<file path="config.mk">
export PLATFORM = sky130hd
export DESIGN_NAME = vector_mux_ctrl
export DESIGN_NICKNAME = d
export VERILOG_FILES = /design/src/rtl/vector_pkg.sv /design/src/rtl/vector_lane_buffer.sv /design/src/rtl/vector_mux_ctrl.sv
export SDC_FILE = /design/constraint.sdc
export NUM_CORES = 1
export LEC_CHECK = 0
export CAP_MARGIN = 20
export CELL_PAD_IN_SITES_DETAIL_PLACEMENT = 0
export CELL_PAD_IN_SITES_GLOBAL_PLACEMENT = 1
export CORE_MARGIN = 8
export CORE_UTILIZATION = 37
export DETAILED_ROUTE_END_ITERATION = 8
export PLACE_DENSITY = 0.86
export SLEW_MARGIN = 10
export SYNTH_ARGS = -nofsm -noshare
export SYNTH_HDL_FRONTEND = slang
export SYNTH_SLANG_ARGS = --single-unit
</file>
<file path="constraint.sdc">
create_clock -name clk -period 1.74 [get_ports clk]
set_input_delay 0.261 -clock clk [delete_from_list [all_inputs] [get_ports clk]]
set_output_delay 0.261 -clock clk [all_outputs]
set_load 0.01 [all_outputs]
</file>
<file path="src/rtl/vector_pkg.sv">
// Shared sizing constants and FSM state encoding for the vector operand mux controller.
package vector_pkg;

   localparam int LANES = 8;
   localparam int WIDTH = 32;
   localparam int CNT_W = (LANES > 1) ? $clog2(LANES) : 1;

   typedef enum logic [1:0] {
      ST_IDLE = 2'd0,
      ST_FILL = 2'd1,
      ST_HOLD = 2'd2
   } state_t;

endpackage

</file>
<file path="src/rtl/vector_lane_buffer.sv">
// LANES x WIDTH register bank: one lane written per cycle by index, whole bank cleared synchronously.
module vector_lane_buffer #(
   parameter int LANES = vector_pkg::LANES,
   parameter int WIDTH = vector_pkg::WIDTH,
   parameter int CNT_W = vector_pkg::CNT_W
) (
   input  logic                         clk,
   input  logic                         clr,
   input  logic                         wr_en,
   input  logic [CNT_W-1:0]             wr_idx,
   input  logic [WIDTH-1:0]             wr_data,
   output logic [LANES-1:0][WIDTH-1:0]  lanes
);

   // NOTE: this bank is flops, not RAM, so a synchronous clear of every lane is
   // cheap and gives the consumer a defined all-zero vector after reset.
   always_ff @(posedge clk) begin
      if (clr) begin
         lanes <= '0;
      end else if (wr_en && (int'(wr_idx) < LANES)) begin
         lanes[wr_idx] <= wr_data;
      end
   end

endmodule

</file>
<file path="src/rtl/vector_mux_ctrl.sv">
// Operand sequencer for the vector data mux: passes vin lanes through, or assembles a
// vector from a memory word stream into buf lanes, then holds it until consumed.
module vector_mux_ctrl #(
   parameter int LANES = vector_pkg::LANES,
   parameter int WIDTH = vector_pkg::WIDTH
) (
   input  logic             clk,
   input  logic             rst,
   input  logic             flush,
   input  logic             req_valid,
   input  logic             req_src,
   output logic             req_ready,
   input  logic [WIDTH-1:0] mem_data,
   input  logic             mem_valid,
   output logic             mem_ready,
   output logic [WIDTH-1:0] buf1,
   output logic [WIDTH-1:0] buf2,
   output logic [WIDTH-1:0] buf3,
   output logic [WIDTH-1:0] buf4,
   output logic [WIDTH-1:0] buf5,
   output logic [WIDTH-1:0] buf6,
   output logic [WIDTH-1:0] buf7,
   output logic [WIDTH-1:0] buf8,
   output logic             control,
   output logic             vec_valid,
   input  logic             vec_ready,
   output logic             busy
);

   import vector_pkg::state_t;
   import vector_pkg::ST_IDLE;
   import vector_pkg::ST_FILL;
   import vector_pkg::ST_HOLD;

   localparam int CNT_W = (LANES > 1) ? $clog2(LANES) : 1;
   localparam logic [CNT_W-1:0] CNT_LAST = CNT_W'(LANES - 1);

   state_t                      state, state_nxt;
   logic [CNT_W-1:0]            cnt, cnt_nxt;
   logic                        control_nxt;
   logic                        buf_we;
   logic [LANES-1:0][WIDTH-1:0] bank;
   logic [7:0][WIDTH-1:0]       lanes8;

   // NOTE: every signal driven here gets a default first, so no path can leave
   // one unassigned and infer a latch.
   always_comb begin
      state_nxt   = state;
      cnt_nxt     = cnt;
      control_nxt = control;
      buf_we      = 1'b0;
      if (flush) begin
         // Abort wins over a coincident final beat or consume; buffers keep contents.
         state_nxt = ST_IDLE;
         cnt_nxt   = '0;
      end else begin
         unique case (state)
            ST_IDLE: begin
               if (req_valid) begin
                  control_nxt = req_src;
                  cnt_nxt     = '0;
                  state_nxt   = req_src ? ST_FILL : ST_HOLD;
               end
            end
            ST_FILL: begin
               if (mem_valid) begin
                  buf_we = 1'b1;
                  if (cnt == CNT_LAST) begin
                     cnt_nxt   = '0;
                     state_nxt = ST_HOLD;
                  end else begin
                     cnt_nxt = cnt + 1'b1;
                  end
               end
            end
            ST_HOLD: begin
               if (vec_ready) state_nxt = ST_IDLE;
            end
            default: state_nxt = ST_IDLE;
         endcase
      end
   end

   // NOTE: sequential state uses non-blocking assignments so every flop samples
   // the pre-edge values, independent of statement order.
   always_ff @(posedge clk) begin
      if (rst) begin
         state   <= ST_IDLE;
         cnt     <= '0;
         control <= 1'b0;
      end else begin
         state   <= state_nxt;
         cnt     <= cnt_nxt;
         control <= control_nxt;
      end
   end

   vector_lane_buffer #(
      .LANES (LANES),
      .WIDTH (WIDTH),
      .CNT_W (CNT_W)
   ) u_lane_buffer (
      .clk     (clk),
      .clr     (rst),
      .wr_en   (buf_we),
      .wr_idx  (cnt),
      .wr_data (mem_data),
      .lanes   (bank)
   );

   // Eight fixed output lanes; lanes beyond LANES read as zero.
   for (genvar i = 0; i < 8; i++) begin : g_lane_out
      if (i < LANES) begin : g_used
         assign lanes8[i] = bank[i];
      end else begin : g_unused
         assign lanes8[i] = '0;
      end
   end

   assign {buf8, buf7, buf6, buf5, buf4, buf3, buf2, buf1} = lanes8;

   assign req_ready = (state == ST_IDLE);
   assign mem_ready = (state == ST_FILL);
   assign vec_valid = (state == ST_HOLD);
   assign busy      = (state != ST_IDLE);

endmodule

</file>
==> metrics.txt <==
most frequent cells after synthesis 289 x nand2b_1, 262 x dfxtp_1, 257 x mux2i_1; Layout Nets 1261; reg2reg end u_lane_buffer.lanes[194]$_SDFFE_PP0P_; clk buf depth 3; max_cap viols 0; asr flop ratio synth 0; slowest stage delay, CP 0.57 ns; H-tree levels 1; Hold Violations, Final 0; Yosys top cell area share 0.5032; CP Max Fanout 2; Mapped Avg Cell Area 11.03 µm²; chip height 183.8 µm; Pwr Density 862.5 mW/mm²; top-count cell post-synth nand2b_1; synthesized netlist cell count 945; total gr overflow 0; setup slack, reg-to-reg 0.20 ns; Yosys warnings 0; IO Port Bufs 299; placed wire-length estimate 21.68 mm; top cells by area, synth dfxtp_1 50%, mux2i_1 25%, nand2b_1 17%, clkbuf_1 1.3%, buf_6 1.3%; via count 7415; total setup buffers inserted after CTS 0; number of DRC markers in iteration 0 293; share of layout cells above drive strength 1 0.07977; Final Skew 0.01798 ns; Hold Slack 0.2327 ns; Synthesized Nets 986; Seq cells post-synth 262; CTS tree yes; number of enable flip-flop cells after synthesis 0; Worst setup EP type output pin; status completed; sequential fraction of the synthesis area 0.5032; IO Pins 300; diode count 0; Syn Std Cell Area 0.01042 mm²; area leader, netlist dfxtp_1; RR Startpoint state[1]$_SDFFE_PP0P_; Skew-Pair Late Insertion Delay 0.54 ns; Tot GR Track Use 0.1736; Worst-Margin Slew 0.4378 ns; CP arrival 1.45 ns; fin. max-slew vios 0; worst-case reg-to-reg path depth 5; fmax 584.6 MHz; final setup fails 0; RD Place Congestion 0.7820; Crit. Startpoint u_lane_buffer.lanes[102]$_SDFFE_PP0P_; CP required 1.48 ns; Setup crit start kind flop; VDD IR max 0.0004919 V; Clock Sinks 262; critical-path cell list clkdlybuf4s50_1; Initial Util 0.3752; Crit. path cell count 1; Worst Path Buf+Inv 1; CP Capture Point buf4[6]; initial antenna violation count 0; Largest delay share family, worst path buffers and inverters; Pre-antenna DRT Iters 5; Inserted Clock Buffers 29; Yosys cell types 32; relative slew slack 0.7081; hold crit path type input port to flop; die width 183.8 µm; largest net degree at the start of global routing 36; row count 61; period utilisation layout 0.9830; core region area 0.02778 mm²; Post-Route WL 30.80 mm; Layout area overhead 45.40%; clock period minus final worst setup slack 1.710 ns; slowest CP cell clkdlybuf4s50_1; Clock Tree Root clkbuf_16; Setup TNS 0 ns; drt drc 0; antenna violation net count after detailed routing 0; drt wl/cell 19.02 µm; worst setup path category flop to output pin; clock slew at reported path FFs 0.06 ns; Vias/cell 4.580; die footprint 0.03380 mm²; Leak 0.008551 µW; global-route wire length before repair 46.66 mm; Main synth FF type dfxtp_1; vias in the first global route 7675
==> worst min-delay path by stage <==
stage	endpoint	start	slack (ns)	depth (start not counted)
after floorplan	state[0]$_SDFFE_PP0P_	flush	0.34	1
after global placement	u_lane_buffer.lanes[192]$_SDFFE_PP0P_	u_lane_buffer.lanes[192]$_SDFFE_PP0P_	0.46	2
after detailed placement	u_lane_buffer.lanes[220]$_SDFFE_PP0P_	u_lane_buffer.lanes[220]$_SDFFE_PP0P_	0.46	2
after CTS	u_lane_buffer.lanes[250]$_SDFFE_PP0P_	rst	0.21	3
after global routing	u_lane_buffer.lanes[16]$_SDFFE_PP0P_	rst	0.23	3
final	u_lane_buffer.lanes[250]$_SDFFE_PP0P_	rst	0.23	3
==> per-stage QoR <==
stage / util / setup WS (ns) / instances / area, µm² / power, µW
2_1_floorplan: - / 0.2418 / 945 / 10420 / 6438
3_3_place_gp: 0.5025 / -0.1750 / 1567 / 13960 / 6675
3_5_place_dp: 0.5025 / -0.1992 / 1567 / 13960 / 6678
4_1_cts: 0.5377 / 0.0001761 / 1619 / 14940 / 13250
5_1_grt: 0.5455 / -0.01317 / 1619 / 15160 / 13530
6_report: 0.5455 / 0.02953 / 1619 / 15160 / 13070
==> kinds of logic (layout without fill, tap and decap cells) <==
| logic type | count (synthesis) | count (layout) | share of synthesized area |
|---|---|---|---|
| AND/OR/NAND/NOR | 315 | 315 | 0.1927 |
| flip-flops | 262 | 262 | 0.5032 |
| AO/OA/AOI/OAI | 10 | 10 | 0.007082 |
| multiplexers | 257 | 257 | 0.2468 |
| buffers and inverters | 99 | 395 | 0.04789 |
| adder cells (fa/ha/maj) | 2 | 2 | 0.002400 |
==> state kept, by name, indices dropped and copies added (netlist names) <==
name	cells
control	1
state	2
u_lane_buffer.lanes	256
cnt	3
==> area by class of cell <==
type / count / area [µm²]
tap: 378 / 473.0
clock inverter: 11 / 186.4
clock buffer: 41 / 840.8
inverter: 1 / 3.754
multi-input combinational: 584 / 4691
sequential: 262 / 5245
timing repair buffer: 342 / 3716
fill: 2473 / 12630
==> timing repair <==
action | in CTS | in global routing
hold buffers | 0 | 0
setup endpoints to repair | 40 | 86
resized for setup | 41 | 88
endpoints found under the hold margin | 0 | 0
==> where the power goes <==
part           internal [µW]  switching, µW
logic                    270            255
clock network           4090           2450
registers               6010           5.48
==> layout by cell type (no fill, tap or decap), types with 3 or more instances in the layout <==
master and instances:
buf_12 19, buf_4 22, buf_6 3, bufinv_16 5, clkbuf_1 5, clkbuf_16 29
clkbuf_8 7, clkdlybuf4s50_1 175, clkinv_2 5, dfxtp_1 262, dlygate4sd2_1 39, dlymetal6s2s_1 83
mux2i_1 257, nand2b_1 289, nor2_1 5, nor2b_1 5, o21ai_0 3
==> routing by layer <==
layer,up-vias,track usage,share of wire
li1,3643,-,-
met1,3521,0.2122,0.43
met2,214,0.2863,0.46
met3,37,0.06364,0.090
met4,0,0.04195,0.018
met5,-,0,0
No activity file was read; power rests on OpenSTA's default activity.
